**src/rtl/seg_scan_ctrl.sv**
```systemverilog
// Four-digit common-anode seven-segment scan controller with per-digit on-time and blank guard.
// Optional leading-zero suppression is compiled in when SEG_LZ_SUPPRESS_EN is defined.
module seg_scan_ctrl #(
  parameter int DRIVE_CYC = 100000,
  parameter int GUARD_CYC = 1000
) (
  input  logic       clk,
  input  logic       rst,
  input  logic       en,
  input  logic       wr_en,
  input  logic [1:0] wr_addr,
  input  logic [3:0] wr_data,
  input  logic       wr_blank,
  input  logic       wr_dp,
  output logic [3:0] AN,
  output logic [6:0] seg,
  output logic       DP,
  output logic       frame_done
);

  localparam int MAX_CYC = (DRIVE_CYC > GUARD_CYC) ? DRIVE_CYC : GUARD_CYC;
  localparam int CNT_W   = $clog2(MAX_CYC + 1);

  localparam logic [CNT_W-1:0] DRIVE_LAST = CNT_W'(DRIVE_CYC - 1);
  localparam logic [CNT_W-1:0] GUARD_LAST = CNT_W'((GUARD_CYC > 0) ? GUARD_CYC - 1 : 0);

  localparam logic [1:0] S_OFF   = 2'd0;
  localparam logic [1:0] S_DRIVE = 2'd1;
  localparam logic [1:0] S_GUARD = 2'd2;

  logic [1:0]       state, state_n;
  logic [1:0]       ptr, ptr_n;
  logic [CNT_W-1:0] cnt, cnt_n;
  logic             fd_n;

  logic [3:0] dig_val [4];
  logic [3:0] dig_blank;
  logic [3:0] dig_dp;

  logic [3:0] lz;
  logic [3:0] an_sel;
  logic [3:0] cur_val;
  logic       cur_blank;
  logic       cur_dp;
  logic       cur_lz;

  // Active-low {a,b,c,d,e,f,g} glyphs for 0123456789AbCdEF.
  function automatic logic [6:0] seg7(input logic [3:0] v);
    logic [6:0] s;
    case (v)
      4'h0: s = 7'b0000001;
      4'h1: s = 7'b1001111;
      4'h2: s = 7'b0010010;
      4'h3: s = 7'b0000110;
      4'h4: s = 7'b1001100;
      4'h5: s = 7'b0100100;
      4'h6: s = 7'b0100000;
      4'h7: s = 7'b0001111;
      4'h8: s = 7'b0000000;
      4'h9: s = 7'b0000100;
      4'hA: s = 7'b0001000;
      4'hB: s = 7'b1100000;
      4'hC: s = 7'b0110001;
      4'hD: s = 7'b1000010;
      4'hE: s = 7'b0110000;
      default: s = 7'b0111000;
    endcase
    return s;
  endfunction

  always_comb begin
    state_n = state;
    ptr_n   = ptr;
    cnt_n   = cnt + 1'b1;
    fd_n    = 1'b0;
    if (!en) begin
      state_n = S_OFF;
      ptr_n   = 2'd3;
      cnt_n   = '0;
    end else begin
      case (state)
        S_OFF: begin
          state_n = S_DRIVE;
          ptr_n   = 2'd3;
          cnt_n   = '0;
        end
        S_DRIVE: begin
          if (cnt == DRIVE_LAST) begin
            cnt_n = '0;
            if (GUARD_CYC == 0) begin
              ptr_n = ptr - 2'd1;
              fd_n  = (ptr == 2'd0);
            end else begin
              state_n = S_GUARD;
            end
          end
        end
        S_GUARD: begin
          if (cnt == GUARD_LAST) begin
            cnt_n   = '0;
            state_n = S_DRIVE;
            ptr_n   = ptr - 2'd1;
            fd_n    = (ptr == 2'd0);
          end
        end
        default: begin
          state_n = S_OFF;
          ptr_n   = 2'd3;
          cnt_n   = '0;
        end
      endcase
    end
  end

  always_ff @(posedge clk) begin
    if (rst) begin
      state <= S_OFF;
      ptr   <= 2'd3;
      cnt   <= '0;
    end else begin
      state <= state_n;
      ptr   <= ptr_n;
      cnt   <= cnt_n;
    end
  end

  always_ff @(posedge clk) begin
    if (rst) begin
      for (int i = 0; i < 4; i++) dig_val[i] <= 4'h0;
      dig_blank <= 4'hF;
      dig_dp    <= 4'h0;
    end else if (wr_en) begin
      dig_val[wr_addr]   <= wr_data;
      dig_blank[wr_addr] <= wr_blank;
      dig_dp[wr_addr]    <= wr_dp;
    end
  end

`ifdef SEG_LZ_SUPPRESS_EN
  // A digit counts as "leading" only if everything to its left is zero or dark.
  logic [3:0] dig_zero;
  logic [3:0] dig_lead;
  always_comb begin
    for (int i = 0; i < 4; i++) dig_zero[i] = (dig_val[i] == 4'h0);
    dig_lead = dig_zero | dig_blank;
    lz[3] = dig_zero[3];
    lz[2] = dig_zero[2] & dig_lead[3];
    lz[1] = dig_zero[1] & dig_lead[3] & dig_lead[2];
    lz[0] = 1'b0;
  end
`else
  assign lz = 4'b0000;
`endif

  always_comb begin
    an_sel      = 4'b1111;
    an_sel[ptr] = 1'b0;
    cur_val     = dig_val[ptr];
    cur_blank   = dig_blank[ptr];
    cur_dp      = dig_dp[ptr];
    cur_lz      = lz[ptr];
  end

  // Output stage: registered view of the current phase, one cycle behind the FSM.
  always_ff @(posedge clk) begin
    if (rst) begin
      AN         <= 4'b1111;
      seg        <= 7'b1111111;
      DP         <= 1'b1;
      frame_done <= 1'b0;
    end else begin
      frame_done <= fd_n;
      if (state == S_DRIVE) begin
        AN  <= an_sel;
        seg <= (cur_blank | cur_lz) ? 7'b1111111 : seg7(cur_val);
        DP  <= cur_blank ? 1'b1 : ~cur_dp;
      end else begin
        AN  <= 4'b1111;
        seg <= 7'b1111111;
        DP  <= 1'b1;
      end
    end
  end

endmodule
```
**config.mk**
```make
export PLATFORM = sky130hd
export DESIGN_NAME = seg_scan_ctrl
export DESIGN_NICKNAME = d
export VERILOG_FILES = /design/src/rtl/seg_scan_ctrl.sv
export SDC_FILE = /design/constraint.sdc
export NUM_CORES = 1
export LEC_CHECK = 0
export BUFFER_PORTS_ARGS = -buffer_cell sky130_fd_sc_hd__buf_4
export CORE_ASPECT_RATIO = 0.5
export CORE_MARGIN = 5
export CORE_UTILIZATION = 40
export DETAILED_ROUTE_END_ITERATION = 7
export GPL_TIMING_DRIVEN = 0
export SYNTH_ARGS = -nofsm -noshare
export SYNTH_HDL_FRONTEND = slang
export SYNTH_SLANG_ARGS = --single-unit
```
**constraint.sdc**
```tcl
create_clock -name clk -period 2.7 [get_ports clk]
set_clock_uncertainty 0.05 [all_clocks]
set_input_delay 0.135 -clock clk [delete_from_list [all_inputs] [get_ports clk]]
set_output_delay 0.135 -clock clk [all_outputs]
set_load 0.01 [all_outputs]
```
; ---- After elaboration in Yosys (flattened, before gate mapping)
; Memories as Yosys holds them, arrays and structs flattened. A register that Yosys moved wholly into a read port is not among the register bits.
; Cells that the tools add are included.
[word_totals]
elab_cells = 71
mem_bits_rw = 16
ff_bits = 35
latchBits = 0
mem_bits_ro = 112
output_inout_bits = 13
n_memories = 2
in_bits = 12
[memory_table]
columns = name, depth, width, read_ports, rd_ports_with_merged_regs, wr, line_no
row1 = (no name shown), 16, 7, 1, 1, 0, 50  ; case (v)
row2 = dig_val, 4, 4, 1, 1, 4, 36  ; logic [3:0] dig_val [4];
[classes]
n_reduce_logical = 12
n_mux = 30
bitwise = 7
mul = 0
n_lt_le_gt_ge = 4
shifts = 0
addsub = 2
n_div = 0
eq_ne = 6
[ops]
columns = op, count
row1 = $mux 17, 2
row2 = $pmux 17 s2, 1
row3 = $add 17x1->17 const B, 1
row4 = $eq 17x10->1 const B, 1
row5 = $eq 17x17->1 const B, 1
row6 = $mux 2, 6
row7 = $mux 1, 11
row8 = $bwmux 4, 2
row9 = $reduce_or 4->1, 2
row10 = $bmux 1 s2, 3
row11 = $lt 2x3->1 const B, 2
row12 = $pmux 2 s3, 1
row13 = $reduce_or 3->1, 2
row14 = $not 1->1, 5
row15 = $demux 1 s2, 2
row16 = $ge 2x1->1 const B, 2
row17 = $logic_not 2->1, 2
row18 = $mux 4, 1
row19 = $ne 2x2->1 const B, 2
row20 = $not 4->4, 1
row21 = $pmux 2 s2, 1
row22 = $reduce_and 2->1, 2
row23 = $reduce_or 2->1, 2
row24 = $eq 2x1->1 const B, 1
row25 = 4 further kinds, 5

; ---- Logic depth before layout (Yosys ltp)
; Gate-level depths: netlist of run 1.
[logic_depth]
ltp_word = 5
mapped_depth = 7
mapped_depth_nobuf = 7

; ---- Worst setup path after synthesis of run 1
; Ideal clock, no wire load.
[synth_path]
path_kind = register -> register
startpoint = register (tool-made name)
endpoint = register seg[5]
required_time_ns = 2.526
path_slack_ns = 0.837
setup_time_ns = 0.124
arrival_time_ns = 1.689
path_stages_with_launch = 6
period_less_slack_ns = 1.863
path_cell_list = dfxtp_1 -> mux4_1 -> inv_1 -> ha_1 -> o211ai_1 -> nand3_1
[synth_lines]
columns = item, line_no
row1 = to (decl), 16  ; output logic [6:0] seg,

==> results of run 1 <==
-- path summary, 6_finish.rpt --
kind | cells past startpoint | endpoint | slack (ns) | from
setup / recovery | 7 | seg[3] | 0.63 | flip-flop
hold / removal | 3 | AN[2] | 0.02 | rst
setup reg to reg | 7 | seg[3] | 0.63 | flip-flop
hold reg to reg | 1 | dig_blank[1] | 0.41 | dig_blank[1]
-- layout make-up --
class | instances | share of cell area, %
multi-input cells | 182 | 40.6
clock buffers | 12 | 6.94
clock inverters | 4 | 0.477
inverters | 16 | 1.76
flip-flops and latches | 60 | 39.9
well taps | 92 | 3.38
plain buffers | 11 | 2.02
repair buffers | 22 | 4.85
-- flip-flops by register name, summed over array words and instances (netlist names), named ones only --
signal,count
dig_dp,4
dig_blank,4
DP,1
seg,7
cnt,17
frame_done,1
dig_val,16
ptr,2
AN,4
state,2
-- logic make-up (layout without fill, tap and decap cells) --
kind of cell             count (synthesis)  count (layout)  synth area share, %
buffers and inverters                   27              65                 4.48
AND/OR/NAND/NOR                        110             110                 22.0
XOR/XNOR                                10              10                 3.05
flip-flops                              60              60                 47.3
AO/OA/AOI/OAI                           32              32                 8.36
adder cells (fa/ha/maj)                 15              15                 6.53
multiplexers                            15              15                 8.22
-- per-layer routing --
layer  GRT usage [%]  wire length [µm]  vias to the layer above
met5               0                 0                        -
met2            21.0              2700                       34
met4            6.22               114                        0
met3            5.41               287                       13
met1            16.6              2580                     1005
li1                -                 -                     1043
-- metrics by stage --
step	hold slack, ns	total power, mW	instances
after detailed placement	0.357	1.12	383
after global routing	0.0513	2.18	399
final	0.0209	2.09	399
after global placement	0.348	1.12	383
after CTS	0.0161	2.11	399
after floorplan	0.224	1.08	269
-- worst max-delay path: stages, from the launching register on --
cell	delay (ns)
dfxtp_1	0.45
mux4_1	0.72
inv_1	0.15
ha_1	0.26
inv_1	0.06
mux2i_1	0.12
nor3b_1	0.07
a31oi_1	0.12
-- cell usage in the layout (no fill, tap or decap), types with 2 or more instances in the layout --
cell       count
and3_1         2
mux4_1         3
nand2b_1       3
ha_1          15
clkbuf_1       7
and4_1         2
nor2_1        16
a21oi_1        5
buf_2          4
edfxtp_1      16
nor2b_1        4
clkinv_1       3
or3_1          5
buf_4         22
a211oi_1       4
nand3b_1       3
and3_4         2
o221ai_1       4
buf_6          3
a211o_1        3
clkbuf_16      9
o21ai_0        4
inv_1         16
nand3_1        8
xor2_1         9
o211ai_1       2
dfxtp_1       44
nor3b_1        2
nand4_1        7
mux4_2         3
nand2_1       27
nor3_1        18
mux2i_1        9
a31oi_1        3
-- report_power, final --
part           switching (mW)  leakage [nW]  internal, mW
clock                   0.376         0.123         0.608
sequential            0.00935         0.514         0.952
combinational          0.0820         0.736        0.0616
==> summary.md, run 1 <==
| Metric | Value |
|---|---|
| Status | complete, no violations |
| Final #Nets | roughly 330 |
| GRT Util Overall | 13.6% |
| Antenna viol nets, final | 0 |
| Drt wl/cell | 14.2 µm |
| Flip-flop and latch area | 1360 µm² |
| Register area share after synthesis | 47.3% |
| Net Count, Synth | 296 |
| Final setup TNS | 0 ns |
| Placed cell area | 3160 µm² |
| Die height | roughly 70 µm |
| TritonCTS Buffers | 9 |
| Post_cts resized | 0 |
| YS warnings | 0 |
| Post-detailed-route via-to-cell ratio | between 5 and 6 |
| DR DRC count | 0 |
| Final WS setup | 0.627 ns |
| Ys async rst share | 0% |
| Inserted Diodes | 0 |
| CTS tree | built |
| Top cells by area, synth | dfxtp_1 (31%), edfxtp_1 (17%), ha_1 (6.5%) |
| Synth Cell Area | between 2000 and 3000 µm² |
| Distinct cells, synth | 50 |
| Hold Fails Final Rpt | 0 |
| Max_slew headroom | 69.2% |
| Max Clock Freq | 0.482 GHz |
| Syn-to-layout area delta | 18.5% |
| CTS Buffer Depth | 2 |
| Setup bufs post-CTS | 0 |
| Final wirelength | 5.68 mm |
| Mapped Cells | approximately 270 |
| EDFF count, synth | 16 |
| Crit path max fanout | 6 |
| Unrepaired setup endpoints after global routing | false |
| FP Rows | 21 |
| Count leader, synth | dfxtp_1 |
| Share of cells above drive strength 1 | between 10% and 20% |
| Top Ports | 25 |
| Period Utilization, post-route | 76.8% |
| Setup violations, final | 0 |
| PD cells | 613 nW/µm² |
| Critical Path AT | 2.28 ns |
| FILL cells | ~650 |
| Commonest cells in the netlist | dfxtp_1 (44), nand2_1 (27), nor3_1 (18) |
| Clock sink total | 60 |
| Drt initial violations | 95 |
| Crit path time final | roughly 2.1 ns |
| CTS root buf | clkbuf_16 |
| Worst VDD drop | 0.282 mV |
| Final HPWL DP | 4.27 mm |
| Final Cell Area | 3410 µm² |
| Syn avg cell area | 10.7 µm² |
| Die X | 130 µm |
| WP data required | 2.91 ns |
| Buffers on Ports | 22 |
| # hold bufs at CTS | 0 |
| Largest net degree at the start of global routing | 11 |
| CP Capture Type | flip-flop |
| Drt first pass iters | 4 |
| Initial Util | between 40 and 50% |
| Via count | ~2,100 |
| WS Path Type | reg -> reg |
| Vias in the first global route | ~2,000 |
| Synth top area share | 30.6% |
| First-pass GRT wire length | 9.60 mm |
| Static Leak | 1.37 nW |
| Clk slew on worst S/H paths | 0.05 ns |
| H-tree levels | 3 |
| Post-synthesis sequential element count | 60 |
| Slew of the pin with the lowest slew margin | 0.462 ns |
| Most used DFF post-synth | dfxtp_1 |
| Area leader, netlist | dfxtp_1 |
| Maximum Capacitance Violations | 0 |
| Initial antenna violation count | 0 |
| Multi-input gate area | 1390 µm² |
| Startpoint types | flip-flop |
| Clk_lat worst skew | roughly 0.33 ns |
| Final core occ | about half |
| Core ar. | 6830 µm² |
| GRT overflow | 0 |
| Worst min-delay path class | in -> reg |
| Pre-CTS setup slack | 0.609 ns |
| Max Slew Vio Count | 0 |
| Routability congestion estimate | 0.794 |
| DIE AREA | 9090 µm² |
Note: power is estimated with default switching activity, not from simulation.
==> inputs of run 2 (changes only) <==
==> constraint.sdc (replaced) <==
create_clock -name clk -period 2.2 [get_ports clk]
set_clock_uncertainty 0.05 [all_clocks]
set_input_delay 0.11 -clock clk [delete_from_list [all_inputs] [get_ports clk]]
set_output_delay 0.11 -clock clk [all_outputs]
set_load 0.01 [all_outputs]
==> run 2 against run 1 <==
Effect of this change:
- sequential cell count unchanged
- register-to-register slack worse by 0.40 ns
- global-route usage up 0.064 points
- clock-buffer cell count unchanged
- non-clock buffer count up 2
- routed wire length up 1.1%
- utilization up 0.18 points
- fmax up 5.1%
- setup slack worse by 0.40 ns
- via count up 0.72%
- die area unchanged
- largest cell class unchanged
- largest power group unchanged
==> summary.md, run 2 (same netlist as run 1, synthesis figures left out) <==
| Metric | Value |
|---|---|
| Status | complete, no violations |
| Register share of total power | 46.0% (about the same) |
| Final setup TNS | 0 ns (unchanged) |
| Min-Delay Endpoint | dig_dp[0] |
| H-tree levels | 3 (unchanged) |
| DR WL met2 | 2.70 mm (about the same) |
| Hold Fails Final Rpt | 0 (unchanged) |
| Clock power frac | 47.0% (about the same) |
| FP Rows | 21 (unchanged) |
| Max Slew Vio Count | 0 (unchanged) |
| Max Clock Freq | 0.507 GHz (+5.1%) |
| Hold Crit Start | wr_en |
| Drt wl/cell | 14.3 µm (+0.55%) |
| Commonest non-fill, non-tap cells in the layout | dfxtp_1 (44), nand2_1 (27), buf_4 (22), nor3_1 (18) |
| Most common cell after layout, fill and taps aside | dfxtp_1 |
| Final HPWL DP | 4.27 mm (unchanged) |
| TritonCTS Buffers | 9 (unchanged) |
| Reg2Reg Depth | 7 (unchanged) |
| CP Capture Type | flip-flop |
| Critical path's largest stage delay | 0.63 ns (-0.09 ns) |
| Static Leak | 1.37 nW (-0.18%) |
| Flop2flop setup slack | 0.23 ns (-0.40 ns) |
| Initial Util | 42.1% (unchanged) |
| Period Utilization, post-route | 89.7% (+13 points) |
| Top Registers | cnt (17), dig_val (16), seg (7) |
| Routability congestion estimate | 0.794 (unchanged) |
| Syn-to-layout area delta | 19.0% |
| Crit path time final | 1.97 ns (-0.0996 ns) |
| DR DRC count | 0 (unchanged) |
| Placed cell area | 3160 µm² (unchanged) |
| M1 wire length | 2.63 mm (+1.9%) |
| Initial antenna violation count | 0 (unchanged) |
| Max FFs per register | 17 (unchanged) |
| Maximum Capacitance Violations | 0 (unchanged) |
| Most frequent CP cell | inv_1 |
| Biggest register | cnt |
| Die height | 70.0 µm (unchanged) |
| DIE AREA | 9090 µm² (unchanged) |
| Slowest-stage cell, CP | mux4_2 |
| Largest net degree at the start of global routing | 11 (unchanged) |
| Unrepaired setup endpoints after global routing | false |
| Drt initial violations | 88 (-7.4%) |
| CTS tree | built |
| Slew of the pin with the lowest slew margin | 0.451 ns (-0.0110 ns) |
| Final wirelength | 5.74 mm (+1.1%) |
| Hold Slack | 0.0553 ns (+0.0344 ns) |
| GRT Util Overall | 13.6% (+0.064 points) |
| Max_slew headroom | 69.9% (+0.73 points) |
| Buffers on Ports | 22 (unchanged) |
| Share of cells above drive strength 1 | 17.5% (+0.54 points) |
| CTS root buf | clkbuf_16 |
| Crit-path cells | mux4_2 -> inv_1 -> ha_1 -> inv_1 -> mux2i_1 -> nor3b_1 -> a31oi_1 |
| Setup violations, final | 0 (unchanged) |
| Vias in the first global route | 2,033 (+0.20%) |
| WS Path Type | reg -> reg |
| Antenna viol nets, final | 0 (unchanged) |
| PD cells | 751 nW/µm² (+22%) |
| Total power | 2.57 mW (+23%) |
| Worst min-delay path class | in -> reg |
| Critical path depth | 7 (unchanged) |
| Final Cell Area | 3420 µm² (+0.37%) |
| Worst VDD drop | 0.347 mV (+23%) |
| Worst hold path stage count | 3 (unchanged) |
| Top layer reached by signal wires | met4 |
| Die X | 130 µm (unchanged) |
| Sw Share | 22.4% (+0.029 points) |
| Critical Path AT | 2.18 ns (-0.10 ns) |
| GRT overflow | 0 (unchanged) |
| Startpoint types | flip-flop |
| CP bufs+invs | 2 (unchanged) |
| Inserted Diodes | 0 (unchanged) |
| Drt first pass iters | 4 (unchanged) |
| Crit path max fanout | 6 (unchanged) |
| Logic gate share of total power | 7.0% (about the same) |
| Clk slew on worst S/H paths | 0.05 ns (about the same) |
| Clock sink total | 60 (unchanged) |
| Final #Nets | 331 (+0.61%) |
| WP data required | 2.41 ns (-0.50 ns) |
| First-pass GRT wire length | 9.66 mm (+0.58%) |
| Cell family with most CP delay | multiplexers |
| R2R Path End | seg[3] |
| Core ar. | 6830 µm² (unchanged) |
| Clk_lat worst skew | 0.33 ns (about the same) |
| CTS Buffer Depth | 2 (unchanged) |
| Sw Pwr | 575 µW (+23%) |
| Via count | 2,110 (+0.72%) |
| Setup bufs post-CTS | 0 (unchanged) |
| Int Power | 1.99 mW (+23%) |
| Top Ports | 25 (unchanged) |
| Post-detailed-route via-to-cell ratio | 5.26 (+0.21%) |
| Routed length on met3 | 295 µm (+2.8%) |
## run 2: cell count changes in the layout (fill, tap and decap cells not counted)
cell and delta:
mux4_1 -2, mux4_2 +2, dlygate4sd3_1 +2
## run 2: metal layers
layer  GRT usage [%]  up-vias
li1                -     1045
met1            16.8     1016
met2            21.0       36
met3            5.41       13
met4            6.22        0
met5               0        -
## run 2: what timing repair did
item	in CTS	in global routing
endpoints found under the hold margin	5	0
hold buffers	2	0
endpoints found under the setup margin	0	1
resized for setup	0	2
## run 2: stage by stage
stage	setup slack, ns	utilization (%)	instances
after floorplan	0.337	-	269
after global placement	0.130	46.2	383
after detailed placement	0.109	46.2	383
after CTS	0.116	50.2	401
after global routing	0.00674	50.1	401
final	0.227	50.1	401
## run 2: worst max path at each step
stage	startpoint	end	slack (ns)
floorplan	flip-flop	seg[5]	0.34
finish	flip-flop	seg[3]	0.23
CTS	flip-flop	seg[3]	0.12
global route	flip-flop	seg[3]	0.007
detailed placement	flip-flop	seg[3]	0.11
global placement	flip-flop	seg[3]	0.13
## run 2: worst register-to-register path: cells and delay by family (launching register included)
family	cells	cell delay (ns)
multiplexers	2	0.75
flip-flops	1	0.47
adder cells (fa/ha/maj)	1	0.25
buffers and inverters	2	0.19
AO/OA/AOI/OAI	1	0.12
AND/OR/NAND/NOR	1	0.07
## run 2: final cells by class
class                           count  area (µm²)
Buffer                             11        68.8
Clock buffer                       12         236
Clock inverter                      4        16.3
Fill cell                         647        3410
Inverter                           16        60.1
Multi-Input combinational cell    182        1380
Sequential cell                    60        1360
Tap cell                           92         115
Timing Repair Buffer               24         185
## run 2: power groups by stage
stage / registers, mW / clock network (mW) / logic [mW]
2_1_floorplan: 1.20 / 0 / 0.127
3_3_place_gp: 1.20 / 0 / 0.171
3_5_place_dp: 1.20 / 0 / 0.177
4_1_cts: 1.18 / 1.23 / 0.180
5_1_grt: 1.18 / 1.29 / 0.202
6_report: 1.18 / 1.21 / 0.180
